**config.mk**
```make
export PLATFORM = sky130hd
export DESIGN_NAME = int_sequencer
export DESIGN_NICKNAME = d
export VERILOG_FILES = /design/src/rtl/int_sequencer.sv
export SDC_FILE = /design/constraint.sdc
export NUM_CORES = 1
export LEC_CHECK = 0
export CORE_AREA = 2 2 119 121
export DETAILED_ROUTE_END_ITERATION = 10
export DIE_AREA = 0 0 121 123
export SLEW_MARGIN = 40
export SYNTH_ARGS = -nofsm -noshare
export SYNTH_HDL_FRONTEND = slang
export SYNTH_SLANG_ARGS = --single-unit
```
**constraint.sdc**
```tcl
create_clock -name clk -period 2.02 [get_ports clk]
set_input_delay 0.202 -clock clk [delete_from_list [all_inputs] [get_ports clk]]
set_output_delay 0.202 -clock clk [all_outputs]
set_load 0.03 [all_outputs]
```
**src/rtl/int_sequencer.sv**
```systemverilog
// int_sequencer -- interrupt entry sequencer for the 5-stage pipeline.
//
// Latches an interrupt request, freezes fetch, lets in-flight instructions
// drain, pushes the resume PC (and optionally the CCR flags) through the
// memory stage, reads the handler address from VEC_ADDR and redirects the PC.
//
// Optional feature: define INT_SAVE_FLAGS_EN to push the {C,N,Z} flags as a
// third stack word (PUSH_LO -> PUSH_FLG -> VEC_RD). Without it only the two
// PC halves are pushed and flags_in is ignored.
//
// Parameters:
//   DRAIN_CYC   cycles spent in DRAIN (must be >= 1)
//   VEC_ADDR    data-memory address of the handler PC
// Ports:
//   clk, rst               clock, synchronous active-high reset
//   int_req                level interrupt request
//   rti_done               pulse when RTI retires; ends in_service
//   pc_in, flags_in        resume PC and CCR from the pipeline
//   push_ack, rd_ack       memory-stage handshakes
//   rd_data                vector read data
//   stall_fetch/inject_nop pipeline freeze controls
//   push_req/push_data     stack push request and word
//   rd_req/rd_addr         vector read request and address
//   pc_load/pc_load_val    PC redirect strobe and handler PC
//   in_service             handler active
// All outputs are registered.
module int_sequencer #(
   parameter int          DRAIN_CYC = 3,
   parameter logic [31:0] VEC_ADDR  = 32'h0000_0000
) (
   input  logic        clk,
   input  logic        rst,
   input  logic        int_req,
   input  logic        rti_done,
   input  logic [31:0] pc_in,
   input  logic [2:0]  flags_in,
   input  logic        push_ack,
   input  logic        rd_ack,
   input  logic [31:0] rd_data,
   output logic        stall_fetch,
   output logic        inject_nop,
   output logic        push_req,
   output logic [15:0] push_data,
   output logic        rd_req,
   output logic [31:0] rd_addr,
   output logic        pc_load,
   output logic [31:0] pc_load_val,
   output logic        in_service
);

   localparam int CNT_W = (DRAIN_CYC > 2) ? $clog2(DRAIN_CYC) : 1;
   localparam logic [CNT_W-1:0] CNT_LOAD = CNT_W'(DRAIN_CYC - 1);

   typedef enum logic [2:0] {
      IDLE, DRAIN, PUSH_HI, PUSH_LO, PUSH_FLG, VEC_RD, JUMP
   } stateT;

   stateT            state, stateNext;
   logic [CNT_W-1:0] cnt, cntNext;
   logic [31:0]      pcCap, pcCapNext;
   logic [15:0]      pushDataNext;
   logic [31:0]      pcLoadValNext;
   logic             pending;
   logic             accept;
`ifdef INT_SAVE_FLAGS_EN
   logic [2:0]       flagsCap, flagsCapNext;
`else
   logic             unusedFlags;
   assign unusedFlags = ^flags_in;
`endif

   // Next-state decode; outputs are then registered from the next state so
   // they line up with the state they describe.
   always_comb begin
      stateNext     = state;
      cntNext       = cnt;
      pcCapNext     = pcCap;
`ifdef INT_SAVE_FLAGS_EN
      flagsCapNext  = flagsCap;
`endif
      // An rti_done in the same cycle releases in_service before the check.
      accept        = (state == IDLE) && (pending || int_req) &&
                      !(in_service && !rti_done);
      pcLoadValNext = pc_load_val;
      pushDataNext  = 16'h0000;

      case (state)
         IDLE: begin
            if (accept) begin
               stateNext = DRAIN;
               cntNext   = CNT_LOAD;
            end
         end
         DRAIN: begin
            if (cnt == '0) begin
               stateNext = PUSH_HI;
               // Capture on the exit edge so a branch resolved while draining
               // supplies its target as the resume PC.
               pcCapNext = pc_in;
`ifdef INT_SAVE_FLAGS_EN
               flagsCapNext = flags_in;
`endif
            end else begin
               cntNext = cnt - 1'b1;
            end
         end
         PUSH_HI: if (push_ack) stateNext = PUSH_LO;
`ifdef INT_SAVE_FLAGS_EN
         PUSH_LO:  if (push_ack) stateNext = PUSH_FLG;
         PUSH_FLG: if (push_ack) stateNext = VEC_RD;
`else
         PUSH_LO:  if (push_ack) stateNext = VEC_RD;
`endif
         VEC_RD: begin
            if (rd_ack) begin
               stateNext     = JUMP;
               pcLoadValNext = rd_data;
            end
         end
         JUMP:    stateNext = IDLE;
         default: stateNext = IDLE;
      endcase

      case (stateNext)
         PUSH_HI: pushDataNext = pcCapNext[31:16];
         PUSH_LO: pushDataNext = pcCapNext[15:0];
`ifdef INT_SAVE_FLAGS_EN
         PUSH_FLG: pushDataNext = {13'b0, flagsCapNext};
`endif
         default: pushDataNext = 16'h0000;
      endcase
   end

   always_ff @(posedge clk) begin
      if (rst) begin
         state       <= IDLE;
         cnt         <= '0;
         pcCap       <= '0;
`ifdef INT_SAVE_FLAGS_EN
         flagsCap    <= '0;
`endif
         pending     <= 1'b0;
         in_service  <= 1'b0;
         stall_fetch <= 1'b0;
         inject_nop  <= 1'b0;
         push_req    <= 1'b0;
         push_data   <= '0;
         rd_req      <= 1'b0;
         rd_addr     <= '0;
         pc_load     <= 1'b0;
         pc_load_val <= '0;
      end else begin
         state       <= stateNext;
         cnt         <= cntNext;
         pcCap       <= pcCapNext;
`ifdef INT_SAVE_FLAGS_EN
         flagsCap    <= flagsCapNext;
`endif
         // Acceptance consumes the request, even one arriving that same cycle.
         pending     <= accept ? 1'b0 : (pending | int_req);
         if (accept)
            in_service <= 1'b1;
         else if (rti_done)
            in_service <= 1'b0;
         stall_fetch <= (stateNext != IDLE);
         inject_nop  <= (stateNext != IDLE);
         push_req    <= (stateNext == PUSH_HI) || (stateNext == PUSH_LO) ||
                        (stateNext == PUSH_FLG);
         push_data   <= pushDataNext;
         rd_req      <= (stateNext == VEC_RD);
         rd_addr     <= (stateNext == VEC_RD) ? VEC_ADDR : 32'h0000_0000;
         pc_load     <= (stateNext == JUMP);
         pc_load_val <= pcLoadValNext;
      end
   end

endmodule

```
==> qor.csv, run 1 <==
metric,value,unit
status,completed,
syn avg cell area,9.376,sq um
DR vias/cell,4.284,
Clock power frac,31.7,%
critical path arrival,2.10,ns
Internal Power,3.413,mW
filler instances,1383,
Comb power frac,27.2,%
sequential share of power,41.1,%
post-CTS sizing,0,
synthesized area,3628,sq um
GRT Total Usage,12.69,%
CTS Buf Count,9,
I/O pin cnt,159,
H-tree Lvls,3,
critical path class,flop to flop,
endpoints failing hold,0,
initial drt markers,103,
reg2reg start,cnt[0]$_SDFFE_PP0P_,
Final GP Congestion,0.7201,
Adder-Cell Fraction of Synth Area,0.3448,%
post-synth top area share,50.21,%
Tmin final,1.868,ns
first-pass GRT wire length,14.29,mm
1st-pass router iterations,4,
core region area,13610,sq um
CP max stage cell,mux2_1,
Total Power,4.905,mW
pin count of the biggest net entering global routing,35,
Placement Rows,43,
number of buffers added on ports,123,
post-DP HPWL,6.332,mm
Die Wd,121,um
Lkg Pwr,2.139,nW
Slew Limit Fails,0,
initial antenna violation count,0,
Hold Buf Count CTS,0,
largest family of logic cells by synthesized area,simple AND/OR/NAND/NOR gates,
Switch Pwr,1.492,mW
Die H,123,um
Post-Synth Simple-Gate Area,17.10,%
CP Max Fanout,33,
"CTS clk-pin slew, worst paths",0.06,ns
mux contribution to synthesized area,9.655,%
post-route ant nets,0,
Gate Count Post-Synth,387,
DRC,0,
Syn-to-layout area delta,43.31,%
post-synthesis compound-gate area fraction,11.07,%
routed length per instance,13.55,um
Max VDD drop,0.5226,mV
Post-Synth XOR/XNOR Area,0,%
share of cells above drive strength 1,5.917,%
Root Driver,clkbuf_16,
Reg2Reg Depth,6,
synth unique cells,32,
post-synthesis sequential area ratio,50.21,%
CP Capture Type,flop,
vias in the first global route,2841,
Vias,2943,
max cap viols,0,
Sink Count,91,
Reg2Reg Capture Point,push_data[5]$_SDFF_PP0_,
CTS tree,built,
cell chain of the critical path,inv_1 > ha_1 > nor4bb_4 > buf_12 > mux2_1 > o211a_1,
crit-path leading delay family,multiplexers,
n_diodes,0,
total grt overflow,0,
Clock Latency Late Sink,0.34,ns
Pwr Density,943.3,nW/um^2
critical path depth,6,
top area cells in the synthesized netlist,"dfxtp_1 (50%), buf_4 (7.7%), nand2_1 (6.7%)",
setup bufs post-CTS,0,
sw frac,30.42,%
Setup Skew,0.007984,ns
R2R setup slack,0.15,ns
synth warn,0,
Hold WC Path Type,primary input to flop,
DRT Wirelength,9.312,mm
DIE AREA,14880,sq um
fmax,0.5352,GHz
crit path from,cnt[0]$_SDFFE_PP0P_,
RSZ-0062 raised after global routing,false,
TNS Setup,0,ns
crit path buf inv count,2,
Crit path largest cell delay,0.38,ns
CP Launch Type,flop,
cell taking the most area after synthesis,dfxtp_1,
Clock Path Buffers,2,
Required @ worst endpoint,2.26,ns
starting density of the core,26.66,%
Final period util,92.49,%
final setup fails,0,
fin nets,576,
"flops & latches, synth",91,
crit path capture,push_data[5]$_SDFF_PP0_,
[worst min-delay path by stage]
stage,start,end,slack (ns),cells after the start
global route,rst,pcCap[16]$_SDFF_PP0_,0.26,2
CTS,rst,pcCap[16]$_SDFF_PP0_,0.23,2
global placement,pc_load_val[19]$_SDFFE_PP0P_,pc_load_val[19]$_SDFFE_PP0P_,0.44,2
finish,rst,pcCap[16]$_SDFF_PP0_,0.24,2
detailed placement,pc_load_val[12]$_SDFFE_PP0P_,pc_load_val[12]$_SDFFE_PP0P_,0.45,2
floorplan,rd_data[0],pc_load_val[0]$_SDFFE_PP0P_,0.34,2
[area by class of cell]
| type | count | area [sq um] | area share, % |
|---|---|---|---|
| clock buffer | 12 | 246.5 | 4.740 |
| clock inverter | 4 | 26.28 | 0.5053 |
| multi-input combinational | 263 | 1526 | 29.36 |
| tap | 180 | 225.2 | 4.331 |
| timing repair buffer | 133 | 1339 | 25.75 |
| inverter | 4 | 15.01 | 0.2887 |
| sequential | 91 | 1822 | 35.03 |
[per-stage QoR]
step | cells | hold slack [ns] | utilization, % | worst slack [ns] | area (sq um)
finish | 687 | 0.2420 | 38.20 | 0.1517 | 5200
global route | 687 | 0.2564 | 38.20 | 0.03030 | 5200
CTS | 687 | 0.2252 | 38.20 | 0.1215 | 5200
detailed placement | 671 | 0.4463 | 36.20 | 0.1337 | 4927
global placement | 671 | 0.4405 | 36.20 | 0.1624 | 4927
floorplan | 418 | 0.3380 | - | 0.2875 | 3745
[routing by layer]
layer	share of wire (%)	global-route usage, %	up-vias
met2	44	20.29	113
met4	1.9	5.959	0
met3	8.2	4.290	12
met5	0	0	-
li1	-	-	1449
met1	46	15.37	1369
[placed cells by master (no fill, tap or decap), types with 2 or more instances in the layout]
cell	netlist	layout
clkdlybuf4s50_1	0	122
dfxtp_1	91	91
nand2_1	65	65
a21oi_1	35	35
conb_1	1	32
nor2_1	26	26
nand3_1	18	18
nor2b_1	18	18
mux2i_1	17	17
mux2_1	16	16
o211a_1	16	16
clkbuf_16	0	9
buf_4	37	7
inv_1	4	4
buf_12	0	3
nand2b_1	2	2
nor3_1	2	2
o21ai_0	2	2
a211oi_1	2	2
clkinv_2	0	2
clkbuf_1	10	2
[cells in the mapped netlist]
cell / n
dfxtp_1: 91
mux2i_1: 17
buf_6: 4
nand2_1: 65
nor4_1: 1
a211oi_1: 2
nand3b_1: 1
or2_2: 1
mux2_1: 16
a21oi_1: 35
o21ba_1: 1
a31oi_1: 1
o21ai_0: 2
conb_1: 1
and3_1: 1
and2_4: 1
buf_1: 2
nor4b_1: 1
o211a_1: 16
nand2b_1: 2
buf_4: 37
nor2b_1: 18
ha_1: 1
clkbuf_1: 10
o21a_1: 1
nor2_1: 26
nor4bb_1: 1
o22a_4: 1
nand3_1: 18
buf_2: 7
nor3_1: 2
inv_1: 4
[sequential cells by signal, indices dropped and copies added (netlist names)]
signal and cells:
push_data 16, push_req 1, pc_load 1, cnt 2, in_service 1, inject_nop 1, pcCap 32, state 3
rd_req 1, pending 1, pc_load_val 32
[power groups by stage]
stage | clock (mW) | sequential [mW] | combinational (mW)
2_1_floorplan | 0 | 2.16 | 0.850
3_3_place_gp | 0 | 2.05 | 1.34
3_5_place_dp | 0 | 2.06 | 1.35
4_1_cts | 1.63 | 2.02 | 1.35
5_1_grt | 1.69 | 2.03 | 1.45
6_report | 1.55 | 2.02 | 1.34
[kinds of logic (layout without fill, tap and decap cells)]
kind of cell / count (synthesis) / after routing
buffers and inverters: 64 / 153
AO/OA/AOI/OAI: 59 / 59
flip-flops: 91 / 91
multiplexers: 33 / 33
other: 1 / 32
AND/OR/NAND/NOR: 138 / 138
adder cells (fa/ha/maj): 1 / 1
No activity file was read; power rests on OpenSTA's default activity.
==> inputs of run 2 (changes only) <==
--- a/config.mk
+++ b/config.mk
@@ -8,6 +8,7 @@
 export CORE_AREA = 2 2 119 121
 export DETAILED_ROUTE_END_ITERATION = 10
 export DIE_AREA = 0 0 121 123
+export RECOVER_POWER = 50
 export SLEW_MARGIN = 40
 export SYNTH_ARGS = -nofsm -noshare
 export SYNTH_HDL_FRONTEND = slang
==> qor.csv, run 2 (synthesis gave the netlist of run 1 again) <==
metric,value,unit,change
post-CTS sizing,0,,unchanged
H-tree Lvls,3,,unchanged
CP Launch Type,flop,,
multi-input logic area,1526,sq um,unchanged
Max VDD drop,0.5099,mV,-2.4%
biggest registers after layout,"pcCap x32, pc_load_val x32, push_data x16",,
Clock Path Buffers,2,,unchanged
Slew Limit Fails,0,,unchanged
Worst Slack Setup Final,0.1518,ns,+0.0001110 ns
Final period util,92.48,%,about the same
share of cells above drive strength 1,5.917,%,unchanged
Die Wd,121,um,unchanged
Pwr Density,938.6,nW/um^2,-0.51%
post-route ant nets,0,,unchanged
Placement Rows,43,,unchanged
DRC,0,,unchanged
routed length per instance,13.51,um,-0.37%
Setup Skew,0.008195,ns,+0.0002111 ns
Hold Buf Count CTS,0,,unchanged
initial drt markers,94,,-8.7%
setup bufs post-CTS,0,,unchanged
Final GP Congestion,0.7201,,unchanged
CP Max Fanout,33,,unchanged
Vias,2940,,-0.10%
Max-slew headroom,57.36,%,
"commonest cells after routing, fill and taps aside","dfxtp_1 (91), clkdlybuf4s50_1 (69), nand2_1 (65), dlygate4sd3_1 (53), a21oi_1 (35)",,
starting density of the core,26.66,%,unchanged
Syn-to-layout area delta,43.24,%,about the same
fin util,38.18,%,about the same
CP Capture Type,flop,,
number of buffers added on ports,123,,unchanged
critical path class,flop to flop,,
fmax,0.5353,GHz,about the same
core region area,13610,sq um,unchanged
vias in the first global route,2841,,unchanged
Hold WC Path Type,primary input to flop,,
Place WS,0.1337,ns,unchanged
CTS tree,built,,
Total Power,4.878,mW,-0.55%
Crit path largest cell delay,0.38,ns,about the same
n_diodes,0,,unchanged
GRT Total Usage,12.69,%,unchanged
total grt overflow,0,,unchanged
fin nets,576,,unchanged
TNS Setup,0,ns,unchanged
CTS Buf Count,9,,unchanged
DIE AREA,14880,sq um,unchanged
pin count of the biggest net entering global routing,35,,unchanged
"commonest non-fill, non-tap cell in the layout",dfxtp_1,,
RSZ-0062 raised after global routing,false,,
FF+latch area,1822,sq um,unchanged
final setup fails,0,,unchanged
Sink Count,91,,unchanged
DR vias/cell,4.279,,-0.10%
CP max stage cell,mux2_1,,
Reg2Reg Depth,6,,unchanged
max cap viols,0,,unchanged
initial antenna violation count,0,,unchanged
Required @ worst endpoint,2.26,ns,about the same
Die H,123,um,unchanged
first-pass GRT wire length,14.29,mm,unchanged
DRT Wirelength,9.278,mm,-0.37%
Hold Path Depth,2,,unchanged
Lkg Pwr,2.319,nW,+8.4%
critical path arrival,2.10,ns,about the same
Clock Latency Late Sink,0.34,ns,about the same
filler instances,1384,,+0.072%
I/O pin cnt,159,,unchanged
endpoints failing hold,0,,unchanged
Hold Worst Slack,0.2412,ns,-0.0007920 ns
Tmin final,1.868,ns,-0.0001110 ns
cell chain of the critical path,inv_1 > ha_1 > nor4bb_4 > buf_12 > mux2_1 > o211a_1,,
status,completed,,
Root Driver,clkbuf_16,,
1st-pass router iterations,4,,unchanged
"CTS clk-pin slew, worst paths",0.06,ns,about the same
Slew @ Worst Pin,0.6396,ns,
post-DP HPWL,6.332,mm,unchanged
run 2: cell count changes in the layout (fill, tap and decap cells not counted), sizes merged:
cell           delta
clkbuf            +1
dlygate4sd3      +53
clkdlybuf4s50    -53
buf               -1
run 2: path summary, 6_finish.rpt:
kind	startpoint	slack, ns	end
worst max-delay path	cnt[0]$_SDFFE_PP0P_	0.15	push_data[5]$_SDFF_PP0_
worst min-delay path	rst	0.24	pcCap[16]$_SDFF_PP0_
worst max register to register	cnt[0]$_SDFFE_PP0P_	0.15	push_data[5]$_SDFF_PP0_
worst min register to register	pc_load_val[21]$_SDFFE_PP0P_	0.45	pc_load_val[21]$_SDFFE_PP0P_
run 2: power breakdown:
part | leakage, nW | switching (mW) | internal [mW]
logic | 1.45 | 0.745 | 0.567
registers | 0.738 | 0.0557 | 1.96
clock network | 0.133 | 0.687 | 0.866
total | 2.32 | 1.49 | 3.39
run 2: stage by stage:
stage | instance area, sq um | std cells
4_1_cts | 5200 | 687
3_3_place_gp | 4927 | 671
3_5_place_dp | 4927 | 671
2_1_floorplan | 3745 | 418
5_1_grt | 5197 | 687
6_report | 5197 | 687
run 2: routing by layer:
layer | share of wire (%) | up-vias | global-route usage (%)
met4 | 1.9 | 0 | 5.959
met5 | 0 | - | 0
met2 | 45 | 113 | 20.29
met1 | 45 | 1367 | 15.37
met3 | 8.4 | 12 | 4.290
li1 | - | 1448 | -
run 2: cell type report:
cell class                      count  area share [%]
Inverter                            4          0.2889
Multi-Input combinational cell    263           29.37
Sequential cell                    91           35.05
Clock buffer                       12           4.742
Clock inverter                      4          0.5055
Timing Repair Buffer              133           25.71
Tap cell                          180           4.333
run 2: critical path: cells and delay by family (launching register included):
family                   cells  cell delay [ns]
buffers and inverters        2             0.34
adder cells (fa/ha/maj)      1             0.19
AO/OA/AOI/OAI                1             0.21
multiplexers                 1             0.38
flip-flops                   1             0.31
AND/OR/NAND/NOR              1             0.31
